==> src/rtl/bit_recovery_pkg.sv <==
// bit_recovery_pkg: shared types, default parameters and helpers for bit_recovery.
// Contents: state_t FSM encoding, DEF_* parameter defaults, maj3 voter.
package bit_recovery_pkg;
    typedef enum logic [1:0] {IDLE, TRACK, LOCK} state_t;
    localparam int DEF_CLK_PER_BIT = 10000;
    localparam int DEF_TOL = 200;
    localparam int DEF_LOCK_EDGES = 4;
    localparam int DEF_MAX_RUN = 16;
    function automatic logic maj3(input logic a, input logic b, input logic c);
        return (a & b) | (a & c) | (b & c);
    endfunction
endpackage

==> src/rtl/sync_2ff.sv <==
// sync_2ff: single-bit two-flop synchroniser for asynchronous inputs.
// Ports: clk, rst (async active-high, flops reset to 0), d (async in), q (synchronised out).
module sync_2ff (
    input  logic clk,
    input  logic rst,
    input  logic d,
    output logic q
);
    logic s1_q, s1_d, s2_q, s2_d;
    always_comb begin
        s1_d = d;
        s2_d = s1_q;
    end
    always_ff @(posedge clk or posedge rst) begin
        if (rst) begin
            s1_q <= 1'b0;
            s2_q <= 1'b0;
        end else begin
            s1_q <= s1_d;
            s2_q <= s2_d;
        end
    end
    assign q = s2_q;
endmodule

==> src/rtl/bit_recovery.sv <==
// bit_recovery: edge-realigned bit clock recovery with majority-voted sampling and lock detect.
// Ports: clk, rst (async active-high), en (low forces IDLE), din (raw async line),
//        dout (recovered bit), sh_en (one-cycle strobe per bit), lock (phase locked).
module bit_recovery
    import bit_recovery_pkg::*;
#(
    parameter int CLK_PER_BIT = DEF_CLK_PER_BIT,
    parameter int TOL         = DEF_TOL,
    parameter int LOCK_EDGES  = DEF_LOCK_EDGES,
    parameter int MAX_RUN     = DEF_MAX_RUN
) (
    input  logic clk,
    input  logic rst,
    input  logic en,
    input  logic din,
    output logic dout,
    output logic sh_en,
    output logic lock
);
    localparam int CW = $clog2(CLK_PER_BIT);
    localparam int GW = $clog2(LOCK_EDGES + 1);
    localparam int RW = $clog2(MAX_RUN + 1);
    localparam logic [CW-1:0] LAST      = CW'(CLK_PER_BIT - 1);
    localparam logic [CW-1:0] MID_LO    = CW'(CLK_PER_BIT / 2 - 1);
    localparam logic [CW-1:0] MID       = CW'(CLK_PER_BIT / 2);
    localparam logic [CW-1:0] MID_HI    = CW'(CLK_PER_BIT / 2 + 1);
    localparam logic [CW-1:0] LATE      = CW'(CLK_PER_BIT - TOL);
    localparam logic [CW-1:0] EARLY     = CW'(TOL);
    localparam logic [GW-1:0] GOOD_LAST = GW'(LOCK_EDGES - 1);
    localparam logic [RW-1:0] RUN_MAX   = RW'(MAX_RUN);
    localparam logic [RW-1:0] RUN_LAST  = RW'(MAX_RUN - 1);

    state_t state_q, state_d;
    logic [CW-1:0] cnt_q, cnt_d;
    logic [GW-1:0] good_q, good_d;
    logic [RW-1:0] run_q, run_d;
    logic din_s, din_dly_q, din_dly_d;
    logic smp_lo_q, smp_lo_d, smp_mid_q, smp_mid_d;
    logic dout_q, dout_d, sh_en_q, sh_en_d;
    logic active, edge_det, wrap, good_edge, timeout, sample;

    sync_2ff u_sync (.clk(clk), .rst(rst), .d(din), .q(din_s));

    always_comb begin
        active    = en && state_q != IDLE;
        edge_det  = din_s ^ din_dly_q;
        wrap      = active && !edge_det && cnt_q == LAST;
        good_edge = cnt_q >= LATE || cnt_q <= EARLY;
        timeout   = wrap && run_q == RUN_LAST;
        // An edge in the sampling window kills the bit: cnt never reaches MID_HI, or the edge gates it here.
        sample    = active && !edge_det && cnt_q == MID_HI;
    end

    always_ff @(posedge clk or posedge rst) begin
        if (rst) begin
            state_q <= IDLE;
            good_q  <= '0;
        end else begin
            state_q <= state_d;
            good_q  <= good_d;
        end
    end

    always_comb begin
        state_d = state_q;
        good_d  = good_q;
        if (!en) begin
            state_d = IDLE;
            good_d  = '0;
        end else begin
            case (state_q)
                IDLE: if (edge_det) begin
                    state_d = TRACK;
                    good_d  = '0;
                end
                TRACK: if (edge_det) begin
                    good_d = good_edge ? good_q + 1'b1 : '0;
                    if (good_edge && good_q == GOOD_LAST) begin
                        state_d = LOCK;
                        good_d  = '0;
                    end
                end
                LOCK: if ((edge_det && !good_edge) || timeout) begin
                    state_d = TRACK;
                    good_d  = '0;
                end
                default: begin
                    state_d = IDLE;
                    good_d  = '0;
                end
            endcase
        end
    end

    always_comb begin
        lock = state_q == LOCK;
    end

    always_comb begin
        din_dly_d = din_s;
        // Edge wins over wrap; IDLE and disable hold the phase at zero.
        cnt_d     = (!active || edge_det || cnt_q == LAST) ? '0 : cnt_q + 1'b1;
        run_d     = (!active || edge_det) ? '0 : (wrap && run_q != RUN_MAX) ? run_q + 1'b1 : run_q;
        smp_lo_d  = (active && cnt_q == MID_LO) ? din_s : smp_lo_q;
        smp_mid_d = (active && cnt_q == MID) ? din_s : smp_mid_q;
        sh_en_d   = sample;
        dout_d    = !en ? 1'b0 : sample ? maj3(smp_lo_q, smp_mid_q, din_s) : dout_q;
    end

    always_ff @(posedge clk or posedge rst) begin
        if (rst) begin
            cnt_q     <= '0;
            run_q     <= '0;
            din_dly_q <= 1'b0;
            smp_lo_q  <= 1'b0;
            smp_mid_q <= 1'b0;
            sh_en_q   <= 1'b0;
            dout_q    <= 1'b0;
        end else begin
            cnt_q     <= cnt_d;
            run_q     <= run_d;
            din_dly_q <= din_dly_d;
            smp_lo_q  <= smp_lo_d;
            smp_mid_q <= smp_mid_d;
            sh_en_q   <= sh_en_d;
            dout_q    <= dout_d;
        end
    end

    assign dout  = dout_q;
    assign sh_en = sh_en_q;
endmodule

==> config.mk <==
export PLATFORM = sky130hd
export DESIGN_NAME = bit_recovery
export DESIGN_NICKNAME = d
export VERILOG_FILES = /design/src/rtl/bit_recovery_pkg.sv /design/src/rtl/sync_2ff.sv /design/src/rtl/bit_recovery.sv
export SDC_FILE = /design/constraint.sdc
export NUM_CORES = 1
export LEC_CHECK = 0
export CORE_UTILIZATION = 53
export DETAILED_ROUTE_END_ITERATION = 8
export PLACE_DENSITY_LB_ADDON = 0.12
export SETUP_SLACK_MARGIN = 0.02
export SKIP_LAST_GASP = 1
export SLEW_MARGIN = 20
export SYNTH_ARGS = -nofsm -noshare
export SYNTH_HDL_FRONTEND = slang
export SYNTH_HIERARCHICAL = 1
export SYNTH_SLANG_ARGS = --single-unit
==> constraint.sdc <==
create_clock -name clk -period 2.4 [get_ports clk]
set_input_delay 0.36 -clock clk [delete_from_list [all_inputs] [get_ports clk]]
set_output_delay 0.36 -clock clk [all_outputs]
set_load 0.005 [all_outputs]
==> summary.md <==
| Metric | Value |
|---|---|
| Final Critical Period | 2.23 ns |
| Synth Instances | 174 |
| Port Buffers | 6 |
| Design Power | 893 uW |
| Startpoint types | flip-flop |
| Pwr Density | 469 mW/mm^2 |
| Vias per cell | 5.41 |
| Net Count, Synth | 186 |
| Global Route Usage Sum | 0.225 |
| DRC | 0 |
| Endpoints failing setup | 0 |
| DRT Pass-1 Iters | 4 |
| RePlAce Congestion | 0.873 |
| Layout Skew | 0.00729 ns |
| Die height | 59.2 um |
| Sw Ratio | 0.250 |
| Max Cap Viol | 0 |
| Num CTS Buffers | 5 |
| Std-Cell Rows | 20 |
| Net switching power | 224 uW |
| DP HPWL | 2300 um |
| First-pass GRT wire length | 5740 um |
| Final Hold Vio Count | 0 |
| Antenna cells | 0 |
| Register area share after synthesis | 0.448 |
| Pre-CTS setup slack | 0.146 ns |
| Setup repair after global routing missed its margin | false |
| Outcome | finished, final reports clean |
| Final ANT Viol Nets | 0 |
| Clock sinks | 31 |
| Largest net degree at the start of global routing | 30 |
| Final wirelength | 3190 um |
| GRT overflow | 0 |
| Initial DRC count | 59 |
| Post-route setup TNS | 0 ns |
| Total Die Area | 0.00350 mm^2 |
| Final period util | 0.929 |
| Crit end category | flip-flop |
| Internal power | 669 uW |
| Slew margin rel. | 0.546 |
| Slew Limit Fails | 0 |
| Clock share of power | 0.328 |
| CTS max path bufs | 2 |
| Root Buffer | clkbuf_4 |
| Htree depth | 2 |
| FF+latch count, synth | 31 |
| Final WS setup | 0.171 ns |
| Ys Warns | 6 |
| VDD IR max | 0.000322 V |
| Leakage | 0.790 nW |
| CTS tree | done |
| Synth Cell Area | 0.00173 mm^2 |
| Core box area | 0.00308 mm^2 |
| Max Freq | 449 MHz |
| Yosys cell types | 42 |
| # IOs | 7 |
| Via count | 1,261 |
| Initial Util | 0.563 |
| P&R area growth vs syn | 9.83% |
| Combinational power share | 0.070 |
| Vias in the first global route | 1,287 |
| Min-delay worst type | primary input to async pin |
| Clk_lat worst skew | 0.33 ns |
| Clk slew on worst S/H paths | 0.10 ns |
| Die width | 59.2 um |
| Worst slew pin tran | 0.675 ns |
| Final core utilization | 0.618 |
| Initial antenna violation count | 0 |
| Worst EP required | 2.66 ns |
| Hold Slack | 0.195 ns |
| Cts hold-fix bufs | 0 |
| Arrival time at the worst endpoint | 2.49 ns |
| CP Class | flip-flop to flip-flop |
| Sequential share of power | 0.602 |
| Layout cells sized above 1 | 0.143 |
| Crit path max fanout | 6 |
| Wire per inst | 13.7 um |
| Syn avg cell area | 9.95 um^2 |
| Final net count | 200 |
power groups by stage:
stage                     Sequential [mW]  Clock [mW]  Combinational [mW]
after global placement              0.547           0              0.0620
after floorplan                     0.546           0              0.0400
final                               0.538       0.292              0.0625
after detailed placement            0.548           0              0.0637
after global routing                0.540       0.326              0.0721
after CTS                           0.538       0.299              0.0640
final timing paths:
kind / cells past startpoint / from / slack, ns / end
max in group asynchronous: 3 / rst / 1.71 / cnt_q[0]
setup / recovery: 6 / cnt_q[0] / 0.17 / good_q[0]
min in group clk: 0 / u_sync/s1_q / 0.36 / u_sync/q
hold / removal: 2 / rst / 0.20 / u_sync/q
hold reg to reg: 0 / u_sync/s1_q / 0.36 / u_sync/q
setup reg to reg: 6 / cnt_q[0] / 0.17 / good_q[0]
cell usage in the layout, fill, tap and decap left out, types with 2 or more instances in the layout:
| cell type | synthesis | final |
|---|---|---|
| nor3_1 | 6 | 6 |
| nand4bb_1 | 2 | 2 |
| or3_1 | 2 | 2 |
| ha_1 | 8 | 8 |
| nand2_1 | 14 | 14 |
| nor4bb_1 | 2 | 2 |
| dfrtp_1 | 31 | 30 |
| nor2_1 | 18 | 18 |
| clkdlybuf4s50_1 | 0 | 6 |
| nor4_1 | 3 | 3 |
| mux2_2 | 2 | 2 |
| o22ai_1 | 3 | 3 |
| and3_1 | 4 | 4 |
| inv_1 | 12 | 12 |
| nor2b_1 | 4 | 4 |
| clkbuf_1 | 1 | 2 |
| xnor2_1 | 6 | 6 |
| or2_2 | 2 | 2 |
| o21ai_0 | 5 | 5 |
| or4_4 | 3 | 3 |
| nand3_1 | 12 | 12 |
| o211ai_1 | 2 | 2 |
| clkbuf_4 | 0 | 5 |
| buf_4 | 3 | 7 |
| xor2_1 | 9 | 9 |
critical path, stage by stage (launching register included):
cell and delay [ns]:
dfrtp_2 0.42, ha_1 0.24, nand4b_1 0.14, or4_4 0.53, o21a_2 0.24, or4_4 0.43, o22ai_1 0.16
flip-flops by register name, summed over array words and instances, names as in the netlist:
signal	cells
cnt_q	14
din_dly_q	1
dout	1
good_q	3
run_q	5
sh_en	1
smp_lo_q	1
smp_mid_q	1
state_q	2
u_sync/q	1
u_sync/s1_q	1
kinds of logic after synthesis:
| logic type | after synthesis | share of synthesized area |
|---|---|---|
| buf+inv | 18 | 0.0542 |
| fa+ha+maj | 9 | 0.0636 |
| xor+xnor | 15 | 0.0759 |
| simple gates | 79 | 0.257 |
| flops | 31 | 0.448 |
| mux | 3 | 0.0188 |
| compound gates | 19 | 0.0831 |
synthesized netlist by cell type:
library cell / number / area, um^2
nor2b_1: 4 / 25.0
mux2i_1: 1 / 10.0
or3_1: 2 / 12.5
o21a_2: 1 / 8.76
o21a_1: 1 / 7.51
and3_2: 1 / 7.51
nand2_1: 14 / 52.6
or2_2: 2 / 12.5
clkbuf_1: 1 / 3.75
o22ai_1: 3 / 18.8
o31ai_2: 1 / 12.5
inv_1: 12 / 45.0
and3_1: 4 / 25.0
buf_6: 2 / 22.5
dfrtp_1: 31 / 776
a211o_1: 1 / 8.76
maj3_1: 1 / 10.0
nor4b_1: 1 / 8.76
or4_4: 3 / 33.8
o21ai_0: 5 / 25.0
ha_1: 8 / 100
a21bo_2: 1 / 10.0
a21oi_1: 1 / 5.00
mux2_2: 2 / 22.5
nand3_1: 12 / 60.1
nor3b_1: 1 / 7.51
or4_1: 1 / 7.51
xor2_1: 9 / 78.8
nor3_1: 6 / 30.0
nand4b_1: 1 / 8.76
o2bb2ai_1: 1 / 8.76
nand4bb_1: 2 / 22.5
xnor2_1: 6 / 52.6
o211ai_1: 2 / 15.0
a32oi_2: 1 / 16.3
nor2_1: 18 / 67.6
o21bai_1: 1 / 7.51
buf_4: 3 / 22.5
nor4bb_1: 2 / 20.0
nor4_1: 3 / 18.8
nand4bb_2: 1 / 16.3
and2b_1: 1 / 7.51
layout make-up:
cell class	instances	area, um^2
fillers	267	1180
repair buffers	13	113
inverters	12	45.0
flip-flops and latches	31	777
multi-input cells	125	862
well taps	44	55.1
clock inverters	1	5.00
clock buffers	7	45.0
per-stage QoR:
step / instance area [um^2] / instances
after global placement: 1850 / 225
after CTS: 1900 / 233
final: 1900 / 233
after detailed placement: 1850 / 225
after global routing: 1900 / 233
after floorplan: 1730 / 174
layer usage:
layer	vias up	GRT usage	part of all wire	wire [um]
li1	629	-	-	-
met1	611	0.271	0.47	1510
met2	14	0.380	0.48	1530
met3	7	0.0721	0.034	108
met4	0	0.0714	0.014	44
met5	-	0	0	0
repair_timing:
action	4_1_cts	5_1_grt
buffers inserted	0	0
endpoints found under the setup margin	0	3
resized for setup	0	1
endpoints found under the hold margin	0	0
Power figures use the tool's default switching activity.
